$ cat config.mk
export PLATFORM = sky130hd
export DESIGN_NAME = savestates_coproc
export DESIGN_NICKNAME = d
export VERILOG_FILES = /design/src/rtl/savestates_coproc.sv
export SDC_FILE = /design/constraint.sdc
export NUM_CORES = 1
export LEC_CHECK = 0
export BUFFER_PORTS_ARGS = -buffer_cell sky130_fd_sc_hd__buf_2
export CAP_MARGIN = 20
export CORE_ASPECT_RATIO = 0.9
export CORE_UTILIZATION = 45
export DETAILED_ROUTE_END_ITERATION = 16
export GPL_ROUTABILITY_DRIVEN = 0
export SYNTH_ARGS = -nofsm -noshare
export SYNTH_HDL_FRONTEND = slang
export SYNTH_SLANG_ARGS = --single-unit
$ cat constraint.sdc
create_clock -name clk -period 4.56 [get_ports clk]
set_input_delay 0.912 -clock clk [delete_from_list [all_inputs] [get_ports clk]]
set_output_delay 0.912 -clock clk [all_outputs]
set_load 0.02 [all_outputs]
$ cat src/rtl/savestates_coproc.sv
// Savestate coprocessor support: traps the coprocessor into the savestate
// handler, shadows write-only registers for both CPUs and exposes them
// through the $C0 savestate window.
//
// state       | meaning
// ------------+------------------------------------------------------
// ST_IDLE     | coprocessor running normally
// ST_TRAPPED  | coprocessor fetched a trap vector during a savestate
// ST_RTI_PEND | handler return fetch seen, waiting for strobe release
module savestates_coproc #(
    parameter int          NREG      = 32,
    parameter logic [31:0] SNS_WMASK = 32'h0000_0079,
    parameter logic [31:0] COP_WMASK = 32'h0000_0400,
    parameter logic [7:0]  RST0      = 8'h20,
    parameter logic [23:0] TRAP_VEC0 = 24'h00FFEA,
    parameter logic [23:0] TRAP_VEC1 = 24'h00FFFC,
    parameter logic [23:0] RTI_ADDR  = 24'h008008,
    parameter int          TO_W      = 20,
    parameter int          ROM_AW    = 16
) (
    input  logic              clk,
    input  logic              reset_n,
    input  logic              active,
    input  logic              ss_busy,
    input  logic              save_en,
    input  logic              ss_reg_sel,
    input  logic [23:0]       ca,
    input  logic              cpurd_n,
    input  logic              cpuwr_n,
    input  logic [7:0]        di,
    input  logic [23:0]       cop_a,
    input  logic              cop_rd_n,
    input  logic              cop_wr_n,
    input  logic [7:0]        cop_di,
    input  logic              cop_romsel,
    input  logic              sns_romsel,
    output logic [ROM_AW-1:0] rom_addr,
    output logic              rom_ovr,
    output logic              cop_ss_busy,
    output logic [7:0]        ss_do,
    output logic              ss_oe
);

    typedef enum logic [1:0] {
        ST_IDLE     = 2'd0,
        ST_TRAPPED  = 2'd1,
        ST_RTI_PEND = 2'd2
    } state_t;

    state_t            r_state;
    state_t            w_state_nxt;
    logic              r_cop_rd_n;
    logic [TO_W-1:0]   r_cnt;
    logic [TO_W-1:0]   w_cnt_inc;
    logic              r_to_flag;
    logic [7:0]        r_shadow [NREG];
    logic              r_ss_oe;
    logic [7:0]        r_ss_do;
    logic [7:0]        w_rd_data;
    logic [ROM_AW-1:0] w_rom_addr;

    // Address bits the decode never looks at; the SNES read strobe is not
    // needed because readback is driven purely by the window select.
    logic w_unused_bits;
    assign w_unused_bits = ^{ca[23], ca[21:17], cpurd_n};

    logic w_rst;
    logic w_sns_win, w_cop_win, w_sns_rsel, w_cop_rsel, w_ss_sel;
    logic w_rd_start, w_rd_end, w_is_vec, w_busy, w_to_hit, w_enter, w_to_clr;
    logic w_sk_ok, w_ck_ok, w_sm_sns, w_sm_cop, w_cm_cop;
    logic w_wr_a, w_wr_b, w_wr_c, w_wr_ab;

    assign w_rst      = ~reset_n | ~active;
    assign w_sns_win  = (ca[15:9] == 7'b0010001);
    assign w_cop_win  = (cop_a[15:9] == 7'b0010001);
    assign w_sns_rsel = ~ca[22] & w_sns_win;
    assign w_cop_rsel = ~cop_a[22] & w_cop_win;
    assign w_ss_sel   = active & ss_reg_sel & w_sns_win;

    assign w_rd_start = r_cop_rd_n & ~cop_rd_n;
    assign w_rd_end   = ~r_cop_rd_n & cop_rd_n;
    assign w_is_vec   = (cop_a == TRAP_VEC0) | (cop_a == TRAP_VEC1);
    assign w_busy     = (r_state != ST_IDLE);
    assign w_cnt_inc  = r_cnt + TO_W'(1);
    // Fire on the edge where the count becomes all-ones so the FSM leaves
    // together with the counter reaching its limit.
    assign w_to_hit   = w_busy & ((r_cnt == '1) | (w_cnt_inc == '1));
    assign w_enter    = (r_state == ST_IDLE) & (w_state_nxt == ST_TRAPPED);
    assign w_to_clr   = ~cpuwr_n & w_ss_sel & ca[8] & (ca[7:0] == 8'hFF);

    assign w_sk_ok  = ~ca[8] & (ca[7:0] < 8'(NREG));
    assign w_ck_ok  = ~cop_a[8] & (cop_a[7:0] < 8'(NREG));
    assign w_sm_sns = SNS_WMASK[ca[4:0]];
    assign w_sm_cop = COP_WMASK[ca[4:0]];
    assign w_cm_cop = COP_WMASK[cop_a[4:0]];

    assign w_wr_a  = ~cpuwr_n & w_ss_sel & w_sk_ok & (w_sm_sns | w_sm_cop);
    assign w_wr_b  = ~cpuwr_n & w_sns_rsel & w_sk_ok & ~(ss_busy & save_en) & w_sm_sns;
    assign w_wr_c  = ~cop_wr_n & w_cop_rsel & w_ck_ok & ~(w_busy & save_en) & w_cm_cop;
    // Window and SNES paths share the SNES bus, so they always target the
    // same offset with the same data and can be merged.
    assign w_wr_ab = w_wr_a | w_wr_b;

    // Coprocessor read strobe history for edge detection
    always_ff @(posedge clk) begin
        if (w_rst) r_cop_rd_n <= 1'b1;
        else       r_cop_rd_n <= cop_rd_n;
    end

    // FSM state register
    always_ff @(posedge clk) begin
        if (w_rst) r_state <= ST_IDLE;
        else       r_state <= w_state_nxt;
    end

    // FSM next-state; ss_busy loss and timeout override every other exit
    always_comb begin
        w_state_nxt = r_state;
        case (r_state)
            ST_IDLE: begin
                if (w_rd_start & ss_busy & w_is_vec) w_state_nxt = ST_TRAPPED;
            end
            ST_TRAPPED: begin
                if (~ss_busy | w_to_hit)                        w_state_nxt = ST_IDLE;
                else if (w_rd_start & (cop_a == RTI_ADDR))      w_state_nxt = ST_RTI_PEND;
            end
            ST_RTI_PEND: begin
                if (~ss_busy | w_to_hit | w_rd_end) w_state_nxt = ST_IDLE;
            end
            default: w_state_nxt = ST_IDLE;
        endcase
    end

    // Trap timeout counter, restarted on each trap entry
    always_ff @(posedge clk) begin
        if (w_rst)                        r_cnt <= '0;
        else if (w_enter)                 r_cnt <= '0;
        else if (w_busy & (r_cnt != '1))  r_cnt <= w_cnt_inc;
    end

    // Sticky timeout flag; a new timeout beats a simultaneous clear
    always_ff @(posedge clk) begin
        if (w_rst)         r_to_flag <= 1'b0;
        else if (w_to_hit) r_to_flag <= 1'b1;
        else if (w_to_clr) r_to_flag <= 1'b0;
    end

    // Shadow registers; SNES-side writes beat coprocessor writes on one offset
    always_ff @(posedge clk) begin
        for (int i = 0; i < NREG; i++) begin
            if (w_rst) begin
                r_shadow[i] <= (i == 0) ? RST0 : 8'h00;
            end else if (w_wr_ab && (ca[4:0] == 5'(i))) begin
                r_shadow[i] <= di;
            end else if (w_wr_c && (cop_a[4:0] == 5'(i))) begin
                r_shadow[i] <= cop_di;
            end
        end
    end

    // Readback mux: shadowed offsets, status at $1FF, zero elsewhere
    always_comb begin
        w_rd_data = 8'h00;
        if (active) begin
            if (w_sk_ok & (w_sm_sns | w_sm_cop))
                w_rd_data = r_shadow[ca[4:0]];
            else if (ca[8] & (ca[7:0] == 8'hFF))
                w_rd_data = {r_to_flag, 5'd0, r_state};
        end
    end

    // Registered readback, one cycle behind the window select
    always_ff @(posedge clk) begin
        r_ss_oe <= w_ss_sel;
        r_ss_do <= w_rd_data;
    end

    // Handler ROM address follows whichever CPU is fetching ROM
    always_comb begin
        w_rom_addr = '0;
        if (active) begin
            if (cop_romsel) w_rom_addr = {cop_a[16], cop_a[ROM_AW-2:0]};
            else            w_rom_addr = {ca[16], ca[ROM_AW-2:0]};
        end
    end

    assign rom_addr    = w_rom_addr;
    assign rom_ovr     = active & ((ss_busy & sns_romsel) | (w_busy & cop_romsel));
    assign cop_ss_busy = w_busy;
    assign ss_oe       = r_ss_oe;
    assign ss_do       = r_ss_do;

endmodule

# --- After elaboration in Yosys (flattened, before gate mapping) ---
# Memory sizes are Yosys's and may differ from the RTL's.
# Index checks and enable logic that the tools add are counted.
# Widths: inputs -> output; s select.
totals:
  mem_bits_rw: 256
  reg_bits: 33
  latchBits: 0
  rom_bits: 96
  out_inout_bits: 27
  n_memories: 4
  input_bits: 76
  elab_cells: 582
classes:
  div_mod_pow: 0
  muxes: 304
  order_cmp: 4
  n_bitwise: 119
  mul: 0
  n_shift: 0
  eq_ne: 74
  n_addsub: 1
  n_reduce_logical: 70
memory_table:
  columns: ["name", "words", "width", "read_ports", "rd_ports_with_merged_regs", "write_ports", "line_no", "text"]
  rows:
  - ["r_shadow", 32, 8, 1, 0, 32, "56", "logic [7:0] r_shadow [NREG];"]
  - ["(name not given)", 32, 1, 1, 0, 0, "95", "assign w_cm_cop = COP_WMASK[cop_a[4:0]];"]
  - ["(name not given)", 32, 1, 1, 0, 0, "94", "assign w_sm_cop = COP_WMASK[ca[4:0]];"]
  - ["(name not given)", 32, 1, 1, 0, 0, "93", "assign w_sm_sns = SNS_WMASK[ca[4:0]];"]
op_table:
  columns: ["cell", "n"]
  rows:
  - ["$mux 8", 66]
  - ["$mux 1", 231]
  - ["$eq 5x5->1 const B", 32]
  - ["$eq 5x4->1 const B", 16]
  - ["$eq 24x16->1 const B", 3]
  - ["$or 1x1->1", 72]
  - ["$logic_and 1x1->1", 64]
  - ["$eq 20x20->1 const B", 2]
  - ["$eq 5x3->1 const B", 8]
  - ["$and 1x1->1", 34]
  - ["$mux 16", 2]
  - ["$add 20x1->20 const B", 1]
  - ["$eq 5x2->1 const B", 4]
  - ["$ne 20x20->1 const B", 1]
  - ["$lt 8x6->1 const B", 2]
  - ["$eq 7x5->1 const B", 2]
  - ["$not 1->1", 13]
  - ["$lt 5x6->1 const B", 2]
  - ["$eq 5x1->1 const B", 2]
  - ["$logic_not 5->1", 2]
  - ["$eq 8x8->1 const B", 1]
  - ["$mux 2", 4]
  - ["$pmux 2 s3", 1]
  - ["$eq 2x1->1 const B", 2]
  - ["4 further kinds", 5]

# --- Longest topological paths before layout ---
# Gate-level depths: netlist of run 1.
logic_depth:
  ltp_word: 13
  mapped_depth: 10
  mapped_depth_nobuf: 7

# --- Worst setup path after synthesis of run 1 ---
# Ideal clock, no wire load.
synth_timing:
  kind: "input-to-reg"
  startpoint: "in ca[0]"
  endpoint: "mem r_shadow[11][0] (enable)"
  setup_slack_ns: 0.872
  path_stages: 9
  setup_time_ns: 0.384
  t_arrival_ns: 3.304
  n_path_buf: 2
  cell_sequence: "clkbuf_1 > buf_2 > inv_1 > ha_1 > nor2b_1 > o32ai_2 > a32o_1 > nand3_1 > o21ai_0"
synth_rtl:
  columns: ["element", "line_no", "text"]
  rows:
  - ["from (decl)", "27", "input logic [23:0] ca,"]
  - ["to (decl)", "56", null]

==> metrics.yaml, run 1 <==
path_cells: "buf_2 -> inv_1 -> ha_1 -> nor2b_1 -> o32ai_2 -> a32oi_2 -> buf_4 -> nor4_2 -> and2_1"
yosysUniqueCellTypes: 61
drc: 0
r2r_cells: 6
final_antenna_net_count: 0
async_reset_ff_frac: 0
io_pins: 103
cp_num_buf_inv: 3
hold_viol: 0
hold_depth: 2
rsz0062_at_grt: "no"
finalCritPeriodShare: 0.683
maxSlewHeadroom: 0.443
end_kind: "flop"
grt_pass1_vias: 5500
grt-ovfl-total: 0
yosys_warnings: 0
r2r_start: "r_cnt[0]"
crit_fanout: 13
drt_wl_total_um: 19500
synth_top_area_cell: "edfxtp_1"
die_area_sq_um: 18900
finalSetupViolations: 0
path_class: "in -> reg"
path_clk_slew_ps: 70
cp.depth: 9
synthesis.area_sq_um: 8240
clockBufferDepth: 2
clock_sinks: 161
worstPathRequired_ps: 4830
clock_latency_ps: 420
fin_crit_ps: 3120
crit_start: "ca[1]"
leakagePower_nw: 3.70
antenna_found_initial: 0
cts_resized: 0
cp_slowest_stage_delay_ps: 720
hold_class: "reg -> reg"
fin_setup_tns_ps: 0
viasPerCell: 5.55
chipHeight_um: 130
rr_endpoint: "r_state[0]"
ir_drop_v: 0.000240
antenna_cells: 0
avgSynthCellArea_sq_um: 13.3
synth_seq_cells: 161
grt_max_degree: 31
grt_usage: 0.218
hold_end: "ss_do[7]"
core_sq_um: 17800
rows: 46
place.port_buffers: 95
synthTopCellsByArea: "edfxtp_1 47%, mux4_2 11%, dfxtp_1 8.0%, and2_1 7.1%, nor4_4 3.1%"
drive_gt1_frac: 0.272
post_cts_buffers: 0
startpoint_type: "input port"
hold_start: "r_to_flag"
synth-edff-count: 128
reg2reg_slack_ps: 1880
slew_violations: 0
synth-main-ff-cell: "edfxtp_1"
initial_core_util: 0.463
wl_per_cell_um: 19.5
fin_skew_ps: 13.8
cpLargestDelayFamily: "simple AND/OR/NAND/NOR gates"
status: "completed"
p_total_mw: 3.38
yosysSeqAreaShare: 0.547
hold_ws_ps: 511
drt-pass1-iter-count: 6
fmax_ghz: 0.321
die-width_um: 145
area_growth_pct: 17.6
hold_buffers: 0
slowest_stage: "nor4_2"
tightestPinTransition_ps: 829
powerDensity_nw_per_um2: 349
htree_levels: 4
nNetsFinal: 827
cts_buffers: 17
vias: 5536
synth_top_area_frac: 0.466
grt_pass1_wl_um: 29900
drtIter0Drc: 444
cts_root_buffer: "clkbuf_16"
tritoncts: "yes"
cp.arrival_ps: 3390
cap_violations: 0
dp_hpwl_um: 14100
n_fill_cell: 1503
netlist_instances: 621
[final cells by class]
cell class                 instances  area (sq um)  area share
clock buffer                      18           429      0.0443
clock inverter                    14           159      0.0164
inverter                          19          71.3     0.00736
multi-input combinational        433          3620       0.374
sequential                       161          4500       0.465
tap                              240           300      0.0310
timing repair buffer             112           603      0.0622
[worst max path at each step]
stage / slack, ps / endpoint
after floorplan: 870 / r_shadow[11][0]
after global placement: 1000 / r_shadow[10][1]
after detailed placement: 830 / r_shadow[10][0]
after CTS: 1270 / r_shadow[10][5]
after global routing: 1350 / r_shadow[0][3]
final: 1440 / r_shadow[0][3]
[registers in the layout, summed over array words and instances, names as in the netlist]
signal,flops
r_cnt,20
r_cop_rd_n,1
ss_do,8
r_to_flag,1
r_shadow,128
ss_oe,1
r_state,2
[tightest hold or removal path, stage by stage (launching register included)]
cell     delay, ps
dfxtp_1        330
nand2_1         50
o21ai_0        100
[cells in the final DEF (no fill, tap or decap), types with 3 or more instances in the layout]
cell / n
clkinv_4: 3
ha_1: 7
and2_1: 93
nor4_4: 12
xnor2_1: 3
nand3b_1: 3
mux4_2: 40
nor4_1: 9
nor2b_1: 26
or2_2: 4
nor2_1: 22
a22o_1: 8
or4_1: 3
conb_1: 32
nor4b_1: 4
xor2_1: 10
clkbuf_16: 17
a21oi_1: 9
nand2_1: 16
clkinv_2: 3
inv_1: 18
o31ai_1: 4
nand3_1: 16
edfxtp_1: 128
mux2i_1: 19
dfxtp_1: 33
buf_4: 17
nor3b_1: 3
nand2b_1: 6
and4_1: 7
a211oi_1: 5
nand4_1: 15
o21ai_0: 20
or3_1: 3
buf_2: 95
o2111ai_1: 3
[cell families (layout without fill, tap and decap cells)]
logic type	after synthesis	after routing	synth area share
other cells	1	32	0.000455
simple gates	254	254	0.209
compound gates	68	68	0.0586
flops	161	161	0.547
mux	59	59	0.132
xor+xnor	13	13	0.0138
fa+ha+maj	7	7	0.0106
buf+inv	58	163	0.0288
[per-layer routing]
layer,track usage,routed length (um)
met1,0.291,8700
met3,0.0412,1120
met5,0,0
met2,0.367,9450
met4,0.0570,197
[synth_stat cells, types with 4 or more instances]
master,count
edfxtp_1,128
and2_1,93
mux4_2,40
dfxtp_1,33
clkbuf_1,27
nor2b_1,26
nor2_1,22
o21ai_0,20
mux2i_1,19
inv_1,18
nand2_1,16
nand3_1,16
nand4_1,15
nor4_4,12
xor2_1,10
a21oi_1,9
nor4_1,9
a22o_1,8
and4_1,7
buf_2,7
ha_1,7
nand2b_1,6
a211oi_1,5
nor4b_1,4
o31ai_1,4
or2_2,4
[power breakdown]
| group | total (mW) | switching [mW] | internal, mW |
|---|---|---|---|
| clock | 1.42 | 0.603 | 0.816 |
| combinational | 0.294 | 0.168 | 0.126 |
| sequential | 1.67 | 0.0183 | 1.65 |
| total | 3.38 | 0.789 | 2.60 |
[per-stage QoR]
stage               instance area [sq um]   util  instances  setup WS, ps
floorplan                            8360      -        652           872
global placement                     9090  0.511        964          1000
detailed placement                   9090  0.511        964           829
CTS                                  9680  0.544        996          1270
global route                         9690  0.545        997          1350
finish                               9690  0.545        997          1440
Note: power is estimated with default switching activity, not from simulation.
==> run 2, diff against run 1 <==
--- a/config.mk
+++ b/config.mk
@@ -5,6 +5,7 @@
 export SDC_FILE = /design/constraint.sdc
 export NUM_CORES = 1
 export LEC_CHECK = 0
+export ABC_AREA = 1
 export BUFFER_PORTS_ARGS = -buffer_cell sky130_fd_sc_hd__buf_2
 export CAP_MARGIN = 20
 export CORE_ASPECT_RATIO = 0.9
==> constraint.sdc (replaced) <==
create_clock -name clk -period 2.87 [get_ports clk]
set_input_delay 0.574 -clock clk [delete_from_list [all_inputs] [get_ports clk]]
set_output_delay 0.574 -clock clk [all_outputs]
set_load 0.02 [all_outputs]
==> run 2 against run 1 <==
Non-clock buffer count rose by 8. Critical path type unchanged. Clock-buffer cell count rose by 2. Worst setup slack got worse by 1200 ps. Sequential share of layout area rose by 0.26 points. Via count rose by 22%. Highest routed layer unchanged. Register-to-register slack got worse by 1400 ps. Largest cell class unchanged. First-iteration DRC count rose by 25%. Synthesized cell count rose by 47%. Final cell count rose by 29%. Clock skew fell by 5.8 ps.
==> metrics.yaml, run 2 <==
status: "completed"
io_pins: 103
clock_sinks: 161
cp_slowest_stage_delay_ps: 670
place.port_buffers: 95
layout_common_cells: "213 x nor2_1, 161 x nand2_1, 128 x edfxtp_1"
met1_length_um: 9500
drive_gt1_frac: 0.176
drt-pass1-iter-count: 5
cp_num_buf_inv: 2
avgSynthCellArea_sq_um: 8.83
yosysMostFrequentCell: "nor2_1"
fin_skew_ps: 7.98
area_growth_pct: 19.8
fin_crit_ps: 2580
cts_buffers: 17
synth_seq_cells: 161
maxSlewHeadroom: 0.441
hold_start: "cop_rd_n"
endpoint: "r_shadow[10][7]"
cpLargestDelayFamily: "simple AND/OR/NAND/NOR gates"
clockBufferDepth: 2
drt_wl_total_um: 21700
die_area_sq_um: 18400
top_layer_used: "met4"
dp_hpwl_um: 15100
grt_usage: 0.246
wl_per_cell_um: 16.9
rr_endpoint: "r_cnt[18]"
cp_common_cell: "nand2_1"
instances_no_fill: 1282
synth_top_area_frac: 0.478
crit_fanout: 8
cp.depth: 10
layout_commonest_cell: "nor2_1"
synth_top_area_cell: "edfxtp_1"
dp_cells: 1250
wl_met3_um: 1190
synth-edff-count: 128
grt_pass1_wl_um: 33400
grt_max_degree: 66
rsz0062_at_grt: "no"
synthesis.area_sq_um: 8040
grt_pass1_vias: 6174
core_sq_um: 17200
startpoint_type: "input port"
hold_depth: 3
drtIter0Drc: 557
htree_levels: 4
ir_drop_v: 0.000406
leakagePower_nw: 3.82
end_kind: "flop"
crit_start: "ca[0]"
finalSetupViolations: 0
grt-ovfl-total: 0
tritoncts: "yes"
chipHeight_um: 129
fmax_ghz: 0.388
yosys_warnings: 0
cts_resized: 0
hold_class: "in -> reg"
tightestPinTransition_ps: 838
ys_top_cells_by_count: "213 x nor2_1, 163 x nand2_1, 128 x edfxtp_1"
r2r_start: "r_cnt[1]"
synthTopCellsByArea: "edfxtp_1 48%, nor2_1 9.9%, dfxtp_1 8.2%, nand2_1 7.6%, o21ai_0 5.8%"
multiInputGateArea_sq_um: 3380
finalCritPeriodShare: 0.898
clock_latency_ps: 430
initial_core_util: 0.468
path_class: "in -> reg"
slew_violations: 0
regArea_sq_um: 4500
powerDensity_nw_per_um2: 556
slowest_stage: "o31ai_4"
viasPerCell: 5.25
async_reset_ff_frac: 0
final_antenna_net_count: 0
die-width_um: 143
yosysSeqAreaShare: 0.560
reg2reg_slack_ps: 500
post_cts_buffers: 0
hold_buffers: 0
n_fill_cell: 1574
hold_ws_ps: 354
path_clk_slew_ps: 70
antenna_found_initial: 0
cap_violations: 0
r2r_cells: 11
largest_reg_flops: 128
synth-main-ff-cell: "edfxtp_1"
netlist_instances: 911
hold_viol: 0
antenna_cells: 0
drc: 0
worstPathRequired_ps: 3160
wl_met2_um: 10400
vias: 6730
path_cells: "buf_2 -> inv_2 -> ha_1 -> o22ai_2 -> nand2_1 -> o31ai_4 -> nand2_1 -> nor2_2 -> nand2_1 -> nand2_1"
top_register: "r_shadow"
nNetsFinal: 1117
yosysUniqueCellTypes: 40
cts_root_buffer: "clkbuf_16"
cp.arrival_ps: 2870
rows: 45
run 2: how the worst min path moves through the flow:
stage / endpoint / slack [ps]
final: r_cop_rd_n / 350
after global placement: r_to_flag / 480
after floorplan: r_to_flag / 450
after global routing: r_cop_rd_n / 360
after detailed placement: r_to_flag / 490
after CTS: r_cop_rd_n / 350
run 2: worst reg2reg max path, cell delays in order (launching register included):
cell	delay, ps
dfxtp_1	400
ha_1	230
nand2_1	70
nor2_1	240
nand3_1	170
nor4_1	230
buf_4	180
nand3_1	80
nand2_1	110
inv_1	240
a31oi_1	230
nor3_1	60
run 2: final cells by class:
cell class	count	area share
tap	235	0.0305
multi-input combinational	681	0.351
clock buffer	20	0.0508
clock inverter	12	0.00961
inverter	53	0.0206
timing repair buffer	120	0.0701
sequential	161	0.467
run 2: stage by stage:
step / power [mW] / setup slack [ps] / TNS [ps] / utilization / instance area, sq um
2_1_floorplan: 2.98 / 9.15 / 0 / - / 8310
3_3_place_gp: 3.18 / -78.7 / -1500 / 0.527 / 9050
3_5_place_dp: 3.18 / -154 / -4900 / 0.527 / 9050
4_1_cts: 5.38 / 292 / 0 / 0.561 / 9640
5_1_grt: 5.52 / 126 / 0 / 0.561 / 9640
6_report: 5.36 / 294 / 0 / 0.561 / 9640
run 2: power by group:
part / switching (mW) / leakage [nW] / internal (mW) / total (mW)
sequential: 0.0277 / 1.63 / 2.63 / 2.65
clock: 0.980 / 0.290 / 1.25 / 2.23
combinational: 0.334 / 1.90 / 0.144 / 0.478
total: 1.34 / 3.82 / 4.02 / 5.36
run 2: logic make-up (layout without fill, tap and decap cells):
logic type	after synthesis	count (layout)	share of synthesized area
AO/OA/AOI/OAI	179	179	0.124
XOR/XNOR	4	4	0.00436
adder cells (fa/ha/maj)	7	7	0.0109
buffers and inverters	100	205	0.0485
flip-flops	161	161	0.560
other	1	32	0.000466
AND/OR/NAND/NOR	459	459	0.251
run 2: routing by layer:
metal / vias up / GRT usage
met4: 0 / 0.0923
met2: 192 / 0.412
met1: 3148 / 0.320
met5: - / 0
met3: 30 / 0.0424
li1: 3360 / -
